**config.mk**
```make
export PLATFORM = sky130hd
export DESIGN_NAME = error_collector
export DESIGN_NICKNAME = d
export VERILOG_FILES = /design/src/rtl/error_collector.sv
export SDC_FILE = /design/constraint.sdc
export NUM_CORES = 2
export LEC_CHECK = 0
export ABC_CLOCK_PERIOD_IN_PS = 9170
export BUFFER_PORTS_ARGS = -buffer_cell sky130_fd_sc_hd__buf_2
export CORE_ASPECT_RATIO = 0.5
export CORE_UTILIZATION = 50
export CTS_CLUSTER_SIZE = 16
export DETAILED_ROUTE_END_ITERATION = 16
export PLACE_DENSITY = 0.63
export SLEW_MARGIN = 20
export SYNTH_ARGS = -nofsm -noshare
export SYNTH_HDL_FRONTEND = slang
export SYNTH_SLANG_ARGS = --single-unit
```
**constraint.sdc**
```tcl
create_clock -name clk -period 9.17 [get_ports clk]
set_input_delay 0.917 -clock clk [delete_from_list [all_inputs] [get_ports clk]]
set_output_delay 0.917 -clock clk [all_outputs]
set_load 0.01 [all_outputs]
```
**src/rtl/error_collector.sv**
```systemverilog
// Error-stream sink: buffers signed 20-bit samples and accumulates the sum of squares.
// Optional ERR_MAXABS_EN builds the running max |err| tracker; otherwise max_abs is 0.
module error_collector #(
  parameter int DEPTH = 128,
  parameter int SSE_W = 48
) (
  input  logic                      clk,
  input  logic                      rst,
  input  logic                      start,
  input  logic                      err_valid,
  input  logic [19:0]               err_in,
  input  logic                      ready,
  input  logic [$clog2(DEPTH)-1:0]  rd_addr,
  output logic [19:0]               rd_data,
  output logic [$clog2(DEPTH):0]    count,
  output logic [SSE_W-1:0]          sse,
  output logic [19:0]               max_abs,
  output logic                      overflow,
  output logic                      busy,
  output logic                      done
);
  localparam int AW = $clog2(DEPTH);
  localparam int CW = AW + 1;

  typedef enum logic [1:0] {IDLE, COLLECT, FINISH, DONE} state_t;
  state_t state;

  logic [19:0]        mem [DEPTH];
  logic signed [19:0] e_s;
  logic signed [39:0] sq;
  logic [39:0]        sq_r;
  logic               sq_vld;
  logic               fin_cnt;
  logic               full;
  logic               acc;

  assign e_s  = err_in;
  assign sq   = e_s * e_s;
  assign full = (count == CW'(DEPTH));
  // start wins over a same-cycle sample, so the sample is never accepted
  assign acc  = !rst && !start && (state == COLLECT) && err_valid && !full;

  always_ff @(posedge clk) begin
    if (rst) begin
      state    <= IDLE;
      count    <= '0;
      sse      <= '0;
      overflow <= 1'b0;
      busy     <= 1'b0;
      done     <= 1'b0;
      sq_r     <= '0;
      sq_vld   <= 1'b0;
      fin_cnt  <= 1'b0;
    end else if (start) begin
      state    <= COLLECT;
      count    <= '0;
      sse      <= '0;
      overflow <= 1'b0;
      busy     <= 1'b1;
      done     <= 1'b0;
      sq_vld   <= 1'b0;
      fin_cnt  <= 1'b0;
    end else begin
      sq_vld <= 1'b0;
      if (sq_vld) sse <= sse + SSE_W'(sq_r);
      case (state)
        COLLECT: begin
          if (acc) begin
            count  <= count + 1'b1;
            sq_r   <= sq;
            sq_vld <= 1'b1;
          end else if (err_valid && full) begin
            overflow <= 1'b1;
          end
          if (ready) begin
            state   <= FINISH;
            fin_cnt <= 1'b0;
          end
        end
        // two cycles: square register, then accumulator
        FINISH: begin
          if (fin_cnt) begin
            state <= DONE;
            busy  <= 1'b0;
            done  <= 1'b1;
          end else begin
            fin_cnt <= 1'b1;
          end
        end
        default: ;
      endcase
    end
  end

  always_ff @(posedge clk) begin
    if (acc) mem[count[AW-1:0]] <= err_in;
  end

  always_ff @(posedge clk) begin
    if (rst) rd_data <= '0;
    else     rd_data <= mem[rd_addr];
  end

`ifdef ERR_MAXABS_EN
  logic [19:0] abs_v;
  // -524288 has no positive 20-bit counterpart; clamp to the largest magnitude
  assign abs_v = !err_in[19]          ? err_in :
                 (err_in == 20'h80000) ? 20'h7FFFF : -err_in;

  always_ff @(posedge clk) begin
    if (rst || start)              max_abs <= '0;
    else if (acc && abs_v > max_abs) max_abs <= abs_v;
  end
`else
  assign max_abs = '0;
`endif

endmodule

```
==> out/results.ini <==
[clock_network]
htree_levels=4
cts_sinks=2682
cts-root-buf=clkbuf_16
tritoncts=done
cts.path.max_buffers=4
postCtsResizedCells=0
cts_made_buffers=231
clock_latency_ns=0.90
path_clk_slew_ns=0.06
cts_hold_buffers=0
cts_setup_buffers=0

[sta]
setup_tns_ns=0
slew_headroom_pct=25.1
fin_crit_ns=7.72
hold_violations=0
drv_slew=0
worstMarginPinSlew_ns=1.12
grt_setup_unrepaired=false
setup_viol=0
finClkSkew_ns=0.0979
fin_crit_sh_pct=84.2
fmax_ghz=0.130

[min_path]
min_path_type=primary input to register

[critical_path]
crit_path_frequent_cell=fa_1
cp_max_fo=15
startpoint_type=primary input
crit_arrival_ns=8.38
endpoint_kind=register
path_cells=buf_4 -> nand2_1 -> fa_1 -> inv_1 -> fa_1 -> inv_1 -> fa_1 -> inv_1 -> fa_1 -> fa_1 -> inv_1 -> fa_1 -> fa_1 -> inv_1 -> ha_1 -> nand4_1 -> nor4_1 -> o21ai_0 -> a21oi_1 -> nor2_1 -> o311ai_0 -> a41oi_1 -> xor2_1 -> o21ai_0
cp_slowest_cell=o311ai_0
slowest_delay_ns=0.61
crit_type=primary input to register
required_ns=9.83
path_buf_inv=6
critPathTopFamily=adder cells

[synth]
synth_warnings=0
synth_seq_cells=2682
ys.flop_type=edfxtp_1
synth-seq-area-share_pct=67.5
syn-cell-area_um2=117000
synthArstFlopShare_pct=0
synth_area_per_cell_um2=19.6
synth_cell_types=78
synth_edf_count=2560
syn_inst=6007

[layout]
multiInputGateArea_um2=35600
num-nets-final=6784
drive_gt1_share_pct=24.8
area.sequential_um2=79300
syn2layout_area_growth_pct=10.8
design_area_um2=130000
fillCellCount=17400

[global_routing]
grt_start_max_net_pins=129
antenna_found_initial=18
grt_use_total_pct=25.4
grt_pass1_vias=60400
overflow=0
grt_pass1_wl_um=430000

[die]
die_w_um=687
fp.coreArea_um2=233000
ios=131
dieArea_um2=237000
chipHeight_um=345
start_util_pct=50.4
rows=125

[status]
status=completed

[power]
p_per_area_nw_per_um2=293
power_mw=38.2
ir_drop_uv=1010
total_leakage_power_nw=43.6

[place]
place_area_um2=123000
hpwl_um=179000
gp_congestion=0.863
numPortBuffers=110

[route]
viasPerCell=6.12
drt_iter0_markers=6729
post_drt_wl_per_cell_um=31.2
drc=0
vias=58300
ant_nets=0
drt_wl_total_um=297000
dr.pass1.iters=5

[job]
drv_cap=0

==> report_power, final <==
part,switching [mW],internal (mW)
clock network,4.36,5.42
logic,8.91,6.03
registers,0.0245,13.4
total,13.3,24.9
==> registers in the layout, indices dropped and copies added, names as in the netlist <==
signal,count
sse,48
overflow,1
sq_vld,1
fin_cnt,1
sq_r,39
state,2
done,1
count,8
rd_data,20
mem,2560
busy,1
==> kinds of logic after synthesis <==
| logic type | Yosys count | share of synthesized area, % |
|---|---|---|
| xor+xnor | 93 | 0.693 |
| fa+ha+maj | 529 | 8.08 |
| mux | 890 | 16.5 |
| simple gates | 714 | 2.76 |
| flops | 2682 | 67.5 |
| buf+inv | 803 | 2.75 |
| compound gates | 295 | 1.65 |
| other cells | 1 | 0.00319 |
==> worst reg2reg max path, stage by stage, from the launching register on <==
cell and delay [ns]:
dfxtp_1 0.69, nor2_1 0.26, nand2_1 0.57, nor3_1 0.27, nor2b_1 0.47, nand2_2 0.28, or3_1 0.52, buf_4 0.31
nor2_4 0.86
==> cell type report <==
class	count	share of cell area (%)
sequential	2682	61.0
multi-input combinational	2543	27.4
clock buffer	293	4.76
tap	3111	2.99
timing repair buffer	274	1.54
inverter	491	1.42
clock inverter	120	0.921
antenna	3	0.00577
==> metrics by stage <==
step / std cells / util, % / hold WS, ns / setup slack, ns
6_report: 9517 / 55.9 / 0.347 / 1.45
5_1_grt: 9514 / 55.9 / 0.309 / 0.991
4_1_cts: 9514 / 55.9 / 0.280 / 1.47
3_5_place_dp: 9101 / 52.7 / 0.457 / 0.633
3_3_place_gp: 9101 / 52.7 / 0.453 / 0.775
2_1_floorplan: 6028 / - / 0.433 / 1.68
==> worst paths after layout <==
kind,from,endpoint,slack [ns],cells past startpoint
setup / recovery,err_in[4],sq_r[38],1.45,24
hold reg to reg,sq_r[24],sq_r[24],0.47,2
hold / removal,ready,fin_cnt,0.35,2
setup reg to reg,count[5],mem[29][17],4.48,8
==> synthesized netlist by cell type (6+ instances only) <==
master	n	area, um2
inv_1	490	1840
a21oi_1	79	395
nor4_1	8	50.1
o21ai_0	68	340
dfxtp_1	122	2440
or3_1	13	81.3
nor2_1	247	927
nand4_1	13	81.3
mux2i_1	48	480
buf_2	63	315
nand2b_1	8	50.1
nand2_1	202	758
clkbuf_1	196	736
nor3_1	19	95.1
mux4_2	840	18900
a31oi_1	16	100
and3_1	10	62.6
xor2_1	37	324
o21a_1	8	60.1
ha_1	146	1830
edfxtp_1	2560	76900
a21o_1	35	263
xnor2_1	56	490
buf_1	24	90.1
and2_1	79	494
nand3_1	71	355
fa_1	383	7670
nor2b_1	26	163
o211ai_1	6	45.0
buf_4	23	173
o21bai_1	14	105
a211oi_1	15	113
==> layout by cell type (no fill, tap or decap), types with 35 or more instances in the layout <==
| cell type | synthesis | final |
|---|---|---|
| edfxtp_1 | 2560 | 2560 |
| mux4_2 | 840 | 840 |
| inv_1 | 490 | 490 |
| fa_1 | 383 | 383 |
| clkbuf_16 | 0 | 234 |
| nand2_1 | 202 | 201 |
| buf_4 | 23 | 173 |
| ha_1 | 146 | 146 |
| nor2_1 | 247 | 127 |
| dfxtp_1 | 122 | 121 |
| buf_2 | 63 | 85 |
| and2_1 | 79 | 79 |
| a21oi_1 | 79 | 79 |
| nand3_1 | 71 | 71 |
| o21ai_0 | 68 | 68 |
| nor2_2 | 0 | 61 |
| nor2_4 | 0 | 59 |
| xnor2_1 | 56 | 56 |
| mux2i_1 | 48 | 48 |
| clkbuf_1 | 196 | 47 |
| clkinv_1 | 0 | 47 |
| xor2_1 | 37 | 37 |
| a21o_1 | 35 | 35 |
==> per-layer routing <==
| layer | share of wire [%] | track usage, % | wire [um] | vias to the layer above |
|---|---|---|---|---|
| met5 | 0.031 | 0 | 92 | - |
| met4 | 2.6 | 6.16 | 7590 | 12 |
| met3 | 7.7 | 4.44 | 22800 | 440 |
| met2 | 48 | 41.2 | 143000 | 2263 |
| met1 | 42 | 36.4 | 123000 | 31700 |
| li1 | - | - | - | 23900 |
Power figures use the tool's default switching activity.
